## config.mk

```make
export PLATFORM = sky130hd
export DESIGN_NAME = result_bcd_display
export DESIGN_NICKNAME = d
export VERILOG_FILES = /design/src/rtl/result_bcd_display.sv
export SDC_FILE = /design/constraint.sdc
export NUM_CORES = 1
export LEC_CHECK = 0
export ABC_AREA = 0
export CELL_PAD_IN_SITES_DETAIL_PLACEMENT = 0
export CELL_PAD_IN_SITES_GLOBAL_PLACEMENT = 1
export CORE_MARGIN = 2
export CORE_UTILIZATION = 30
export CTS_BUF_LIST = sky130_fd_sc_hd__clkbuf_8
export DETAILED_ROUTE_END_ITERATION = 8
export MAX_ROUTING_LAYER = met4
export PLACE_DENSITY = 0.53
export SYNTH_ARGS = -nofsm -noshare
export SYNTH_HDL_FRONTEND = slang
export SYNTH_SLANG_ARGS = --single-unit
```

## constraint.sdc

```tcl
create_clock -name clk -period 4.35 [get_ports clk]
set_input_delay 1.0875 -clock clk [delete_from_list [all_inputs] [get_ports clk]]
set_output_delay 1.0875 -clock clk [all_outputs]
set_load 0.1 [all_outputs]
```

## src/rtl/result_bcd_display.sv

```systemverilog
// Captures an 8-bit result on load, converts it to BCD by double dabble and
// scans it onto a 4-digit 7-segment display. Optional: LEADING_ZERO_BLANK_EN.
module result_bcd_display #(
    parameter int REFRESH_DIV = 50000
) (
    input  logic       clk,
    input  logic       rst,
    input  logic [7:0] dato,
    input  logic       load,
    output logic       busy,
    output logic       bcd_valid,
    output logic [6:0] sseg,
    output logic [3:0] an
);

    localparam int CNT_W = (REFRESH_DIV > 2) ? $clog2(REFRESH_DIV) : 1;

    typedef enum logic [1:0] {IDLE, CONV, DONE} state_t;

    state_t      state, state_next;
    logic [7:0]  shift_reg;
    logic [11:0] scratch;
    logic [3:0]  count;
    logic [3:0]  hundreds, tens, units;
    logic [CNT_W-1:0] refresh_cnt;
    logic [1:0]  digit_idx;
    logic [1:0]  idx_next;
    logic [3:0]  nib_next;
    logic        blank_next;
    logic        wrap;

    function automatic logic [11:0] add3(input logic [11:0] s);
        logic [11:0] r;
        for (int i = 0; i < 3; i++) begin
            r[i*4 +: 4] = (s[i*4 +: 4] >= 4'd5) ? s[i*4 +: 4] + 4'd3 : s[i*4 +: 4];
        end
        return r;
    endfunction

    function automatic logic [6:0] seg_decode(input logic [3:0] v, input logic blank);
        logic [6:0] s;
        if (blank) begin
            s = 7'b1111111;
        end else begin
            case (v)
                4'd0:    s = 7'b1000000;
                4'd1:    s = 7'b1111001;
                4'd2:    s = 7'b0100100;
                4'd3:    s = 7'b0110000;
                4'd4:    s = 7'b0011001;
                4'd5:    s = 7'b0010010;
                4'd6:    s = 7'b0000010;
                4'd7:    s = 7'b1111000;
                4'd8:    s = 7'b0000000;
                4'd9:    s = 7'b0010000;
                default: s = 7'b1111111;
            endcase
        end
        return s;
    endfunction

    // Conversion FSM: state register
    always_ff @(posedge clk) begin
        if (rst) state <= IDLE;
        else     state <= state_next;
    end

    always_comb begin
        state_next = state;
        case (state)
            IDLE:    if (load) state_next = CONV;
            CONV:    if (count == 4'd1) state_next = DONE;
            DONE:    state_next = IDLE;
            default: state_next = IDLE;
        endcase
    end

    always_comb begin
        busy = (state != IDLE);
    end

    // Shift-add-3 datapath; only meaningful while converting, so no reset
    always_ff @(posedge clk) begin
        if (state == IDLE && load) begin
            shift_reg <= dato;
            scratch   <= 12'd0;
            count     <= 4'd8;
        end else if (state == CONV) begin
            {scratch, shift_reg} <= {add3(scratch), shift_reg} << 1;
            count                <= count - 4'd1;
        end
    end

    always_ff @(posedge clk) begin
        if (rst) begin
            hundreds  <= 4'd0;
            tens      <= 4'd0;
            units     <= 4'd0;
            bcd_valid <= 1'b0;
        end else begin
            bcd_valid <= (state == DONE);
            if (state == DONE) begin
                {hundreds, tens, units} <= scratch;
            end
        end
    end

    // Display scan: digit selected for the slot that begins at the next wrap
    always_comb begin
        wrap       = (refresh_cnt == CNT_W'(REFRESH_DIV - 1));
        idx_next   = digit_idx + 2'd1;
        nib_next   = 4'd0;
        blank_next = 1'b0;
        case (idx_next)
            2'd0: nib_next = units;
            2'd1: begin
                nib_next = tens;
`ifdef LEADING_ZERO_BLANK_EN
                blank_next = (hundreds == 4'd0) && (tens == 4'd0);
`else
                blank_next = 1'b0;
`endif
            end
            2'd2: begin
                nib_next = hundreds;
`ifdef LEADING_ZERO_BLANK_EN
                blank_next = (hundreds == 4'd0);
`else
                blank_next = 1'b0;
`endif
            end
            default: blank_next = 1'b1;
        endcase
    end

    always_ff @(posedge clk) begin
        if (rst) begin
            refresh_cnt <= '0;
            digit_idx   <= 2'd0;
            an          <= 4'b1110;
            sseg        <= 7'b1000000;
        end else if (wrap) begin
            refresh_cnt <= '0;
            digit_idx   <= idx_next;
            an          <= ~(4'b0001 << idx_next);
            sseg        <= seg_decode(nib_next, blank_next);
        end else begin
            refresh_cnt <= refresh_cnt + CNT_W'(1);
        end
    end

endmodule

```

==> results of run 1 <==
power groups by stage:
| stage | Combinational [mW] | Sequential (mW) | Clock, mW |
|---|---|---|---|
| detailed placement | 0.135 | 0.715 | 0 |
| floorplan | 0.102 | 0.709 | 0 |
| global placement | 0.135 | 0.715 | 0 |
| global route | 0.155 | 0.706 | 0.649 |
| CTS | 0.136 | 0.701 | 0.626 |
| finish | 0.133 | 0.701 | 0.606 |
worst reg2reg max path, cell delays in order, from the launching register on:
cell and delay [ns]:
dfxtp_1 0.40, inv_1 0.08, ha_1 0.26, a222oi_1 0.63, nor2_1 0.18, ha_1 0.34, nor2_1 0.17, o21ai_0 0.13
a221o_2 0.41
per-layer routing:
layer	track usage [%]	up-vias
met5	-	-
met4	5.08	0
met3	3.43	14
met2	20.7	36
met1	16.3	1120
li1	-	1266
kinds of logic (layout without fill, tap and decap cells):
family	after synthesis	in the layout	synth area share [%]
adders and majority gates	19	19	7.59
xor gates and xnor gates	18	18	5.03
muxes	7	7	2.40
DFF	68	68	46.0
AOI/OAI and AO/OA	65	65	13.1
buffers and inverters	39	63	4.71
and+or+nand+nor	142	142	21.1
synth_stat cells, drive strengths merged, types with 4 or more instances:
| master | n |
|---|---|
| nand2b | 5 |
| ha | 19 |
| edfxtp | 8 |
| or3 | 5 |
| inv | 22 |
| nor2 | 30 |
| nand3 | 14 |
| a21oi | 28 |
| clkbuf | 16 |
| mux2 | 4 |
| nor3 | 5 |
| o21ai | 17 |
| a222oi | 4 |
| dfxtp | 60 |
| nand2 | 59 |
| xnor2 | 13 |
| nand4 | 5 |
| xor2 | 5 |
per-stage QoR:
stage          cells  power, mW
3_3_place_gp     502      0.850
5_1_grt          518       1.51
4_1_cts          518       1.46
2_1_floorplan    358      0.810
3_5_place_dp     502      0.850
6_report         518       1.44
final cells by class:
cell class                 instances  area, um2
sequential                        68       1440
clock inverter                     4       70.1
fill                            1043       6510
timing repair buffer              25        245
multi-input combinational        251       1540
clock buffer                      12        165
tap                              136        170
inverter                          22       82.6
how the worst max path moves through the flow:
stage / end / slack, ns / cells past startpoint
3_3_place_gp: sseg[6]$_SDFFE_PP1P_ / 1.38 / 5
2_1_floorplan: sseg[3]$_SDFFE_PP0P_ / 2.15 / 8
5_1_grt: busy / 1.15 / 3
3_5_place_dp: sseg[6]$_SDFFE_PP1P_ / 1.37 / 5
4_1_cts: busy / 1.23 / 3
6_report: busy / 1.26 / 3
==> impl_results.md, run 1 <==
* Placed cell area at 0.00348 mm2
* Worst path top cell family by delay: buffers and inverters
* Static leakage at around 1.4 nW
* Switching Fraction at a little under a quarter
* Initial antenna violation count at 0
* Slowest stage delay, CP at about 1.1 ns
* Max reg flops at 16
* Slew Viols, Final at 0
* Worst hold margin at around 0.45 ns
* Max Fclk at approximately 320 MHz
* CTS Hold Buffers Added at 0
* CP arrival at about 2 ns
* Netlist cell types at 45
* Via Count at around 2400
* Int Pwr at roughly 1.1 mW
* Status: completed
* Tmin final at roughly 3.1 ns
* Commonest non-fill, non-tap cells in the layout: 60 x dfxtp_1, 59 x nand2_1, 30 x nor2_1
* Core Footprint at 0.0102 mm2
* Die X-Extent at 106 um
* Tcrit/Tclk final at between 70% and 80%
* FFs w/ async S/R, synth at 0%
* DR WL met2 at 3.03 mm
* Syn_nets at about 390
* Logic pwr share at between 9 and 10%
* Peak supply drop at 0.000156 V
* Setup TNS at 0 ns
* Critical Path Fanout Max at 5
* Clock power share at between 40% and 50%
* Finish-stage setup viols at 0
* Worst-Margin Slew at between 1 and 1.5 ns
* Synth-to-layout area growth at 18.7%
* Cells after Synth at 358
* Yosys reg bits at 68
* DP HPWL at roughly 4.7 mm
* Tot GR Track Use at 13.2%
* Via/cell ratio at approximately 4.7
* Drt wl/cell at 12.8 um
* Fin worst setup slack at around 1.3 ns
* Max Used Layer: met4
* Root buffer cell: clkbuf_8
* DRT Wirelength at ~6.7 mm
* CTS tree: done
* CP startpoint: state[0]$_SDFFE_PP0P_
* Worst-skew pair later-pin latency at approximately 0.34 ns
* Largest net degree at the start of global routing at 25
* CP Capture Type: primary output
* Initial DRT Pass Iterations at 6
* Final antenna-violating net count at 0
* Layout cells sized above 1 at ~7.9%
* Post-Syn Area at around 0.0031 mm2
* Ranking of synthesized cells by area: dfxtp_1 38%, edfxtp_1 7.7%, ha_1 7.6%
* Post-CTS Resized at 0
* R2r setup slk at between 1.5 and 2 ns
* NetSw at approximately 340 uW
* Post-Place Worst Slack at about 1.4 ns
* Worst min path class: reg2reg
* Number of inserted diodes at 0
* Crit path max-delay cell type: clkdlybuf4s50_1
* Worst Hold Path Cells at 2
* Worst setup SP type: register
* Row cnt at 37
* Final Hold Fails at 0
* Drt drc at 0
* R2r startpoint: digit_idx[1]$_SDFFE_PP0P_
* Cells along the critical path: nor2_1, inv_1, clkdlybuf4s50_1
* Main flop type after synthesis: dfxtp_1
* R2r endpoint: sseg[3]$_SDFFE_PP0P_
* Max Cap Viol at 0
* Worst relative slew slack at between 30% and 40%
* Critical path type: reg2out
* CTS clk-pin slew, worst paths at roughly 0.08 ns
* Die height at ~110 um
* H-tree depth at 3
* GRT overflow at 0
* Initial DRC Count at roughly 90
* CTS buffer count at 9
* Unrepaired setup endpoints after global routing: no
* Metal1 wirelength at approximately 3.3 mm
* Leading area contributor after synthesis: dfxtp_1
* Sequential area share after synthesis at a little under half
* Number of synthesized flops with an enable pin at 8
* Worst Skew at approximately 0.011 ns
* CP bufs+invs at 2
* GPL Wtd Cong at ~0.73
* Synth top area share at roughly two fifths
* Fin area at 0.00372 mm2
* Commonest non-fill, non-tap cell in the layout: dfxtp_1
* Sequential Power Share at 48.7%
* Hold path startpoint: shift_reg[7]$_DFFE_PP_
* Initial Util at slightly above 30%
* I/O pins at 24
* CTS Sinks at 68
* IO buf count at 23
* YS warnings at 0
* Setup Buffers After CTS at 0
* Final core utilization at about 36%
* Pwr dens at roughly 390 mW/mm2
* Die area at approximately 0.011 mm2
* Syn_area_per_cell at ~9 um2
* Met3 routed WL at approximately 220 um
* WP data required at 3.26 ns
* Worst-case reg-to-reg path depth at 8
* Number of global-route vias before repair at 2372
* First-pass GRT wire length at between 10 and 15 mm
* Clock buffer depth at 2
* Hold path endpoint: scratch[0]$_SDFFE_PP0P_
* Final net count at approximately 400
Power figures use the tool's default switching activity.
==> inputs of run 2 (changes only) <==
--- a/config.mk
+++ b/config.mk
@@ -13,7 +13,7 @@
 export CTS_BUF_LIST = sky130_fd_sc_hd__clkbuf_8
 export DETAILED_ROUTE_END_ITERATION = 8
 export MAX_ROUTING_LAYER = met4
-export PLACE_DENSITY = 0.53
+export PLACE_DENSITY = 0.55
 export SYNTH_ARGS = -nofsm -noshare
 export SYNTH_HDL_FRONTEND = slang
 export SYNTH_SLANG_ARGS = --single-unit
==> constraint.sdc (replaced) <==
create_clock -name clk -period 2.6 [get_ports clk]
set_input_delay 0.65 -clock clk [delete_from_list [all_inputs] [get_ports clk]]
set_output_delay 0.65 -clock clk [all_outputs]
set_load 0.1 [all_outputs]
==> impl_results.md, run 2 (same netlist as run 1, synthesis figures left out) <==
* Final Hold Fails at 0
* Critical Path Fanout Max at 5
* Via/cell ratio at 4.63
* Core Footprint at roughly 0.010 mm2
* NetSw at 596 uW
* Initial Util at between 30% and 40%
* Critical path type: reg2reg
* Initial DRC Count at 96
* Pwr dens at 638 mW/mm2
* Drt wl/cell at ~13 um
* Final net count at around 420
* Int Pwr at ~1.8 mW
* Sequential Power Share at between 40% and 50%
* Static leakage at 1.45 nW
* Finish-stage setup viols at 0
* Worst-Margin Slew at 0.864 ns
* CTS buffer count at 9
* First-pass GRT wire length at about 12 mm
* Die height at around 110 um
* DP HPWL at about 4.8 mm
* CTS clk-pin slew, worst paths at 0.07 ns
* Fin worst setup slack at ~0.28 ns
* Unrepaired setup endpoints after global routing: no
* Number of global-route vias before repair at about 2400
* CTS Hold Buffers Added at 0
* CTS Sinks at between 60 and 70
* Tmin final at between 2 and 2.5 ns
* Max Fclk at around 430 MHz
* Switching Fraction at 25.0%
* Final antenna-violating net count at 0
* Number of inserted diodes at 0
* Setup TNS at 0 ns
* CTS tree: done
* Synth-to-layout area growth at 19.3%
* Max reg flops at 16
* GPL Wtd Cong at between 0.7 and 0.8
* Clock buffer depth at 2
* Tcrit/Tclk final at around 89%
* GRT overflow at 0
* Worst-skew pair later-pin latency at roughly 0.34 ns
* Status: completed
* Peak supply drop at between 0.0003 and 0.0004 V
* Worst Skew at approximately 0.0094 ns
* Die area at about 0.011 mm2
* Commonest non-fill, non-tap cells in the layout: 60 x dfxtp_1, 59 x nand2_1, 30 x nor2_1
* Worst setup SP type: register
* Worst min path class: reg2reg
* Row cnt at 37
* Layout cells sized above 1 at roughly an eighth
* Initial DRT Pass Iterations at 6
* Worst hold margin at approximately 0.46 ns
* IO buf count at 23
* DRT Wirelength at ~6.8 mm
* WP data required at 2.82 ns
* Via Count at ~2400
* CP Capture Type: register
* Post-Place Worst Slack at 0.316 ns
* Worst relative slew slack at 42.3%
* Tot GR Track Use at 13.5%
* Slew Viols, Final at 0
* Setup Buffers After CTS at 0
* Post-CTS Resized at 0
* Largest net degree at the start of global routing at 25
* Logic pwr share at under 10%
* Root buffer cell: clkbuf_8
* Clock power share at a little over 40%
* Commonest non-fill, non-tap cell in the layout: dfxtp_1
* CP arrival at roughly 2.5 ns
* Die X-Extent at ~110 um
* Drt drc at 0
* H-tree depth at 3
* I/O pins at 24
* Max Cap Viol at 0
* Initial antenna violation count at 0
==> run 2: cell types whose count changed in the layout (fill, tap and decap cells not counted), sizes merged <==
cell / previous run / this run
clkinv: 2 / 4
buf: 2 / 23
clkdlybuf4s50: 23 / 10
clkbuf: 12 / 10
==> run 2: final cells by class <==
cell class,instances,area [um2]
timing repair buffer,33,273
clock buffer,10,138
inverter,22,82.6
sequential,68,1440
fill,1097,6500
multi-input combinational,251,1540
tap,136,170
clock inverter,6,87.6
==> run 2: layer usage <==
metal	routed length, um	track usage, %
met1	3450	17.4
met2	3010	20.7
met3	249	3.62
met4	51	4.23
met5	0	-
==> run 2: worst max-delay path, cell delays in order (launching register included) <==
cell and delay, ns:
dfxtp_1 0.40, inv_1 0.08, ha_1 0.26, a222oi_1 0.40, nor2_1 0.14, ha_1 0.32, nor2_1 0.14, o21ai_0 0.11
a221o_2 0.35
==> run 2: path summary, 6_finish.rpt <==
kind | startpoint | end | slack (ns) | cells past startpoint
hold reg to reg | an[0]$_SDFFE_PP0P_ | an[0]$_SDFFE_PP0P_ | 0.46 | 1
hold / removal | an[0]$_SDFFE_PP0P_ | an[0]$_SDFFE_PP0P_ | 0.46 | 1
setup / recovery | digit_idx[1]$_SDFFE_PP0P_ | sseg[3]$_SDFFE_PP0P_ | 0.28 | 8
setup reg to reg | digit_idx[1]$_SDFFE_PP0P_ | sseg[3]$_SDFFE_PP0P_ | 0.28 | 8
==> run 2: power by group through the flow <==
stage,clock [mW],combinational (mW),sequential [mW]
floorplan,0,0.170,1.19
global placement,0,0.234,1.20
detailed placement,0,0.234,1.19
CTS,1.02,0.235,1.17
global route,1.06,0.262,1.18
finish,0.986,0.229,1.17
==> run 2: metrics by stage <==
stage | util (%) | std cells | total power [mW] | cell area, um2
after floorplan | - | 358 | 1.36 | 3130
after global placement | 34.3 | 510 | 1.43 | 3510
after detailed placement | 34.3 | 510 | 1.43 | 3510
after CTS | 36.5 | 526 | 2.43 | 3730
after global routing | 36.5 | 526 | 2.50 | 3730
final | 36.5 | 526 | 2.38 | 3730
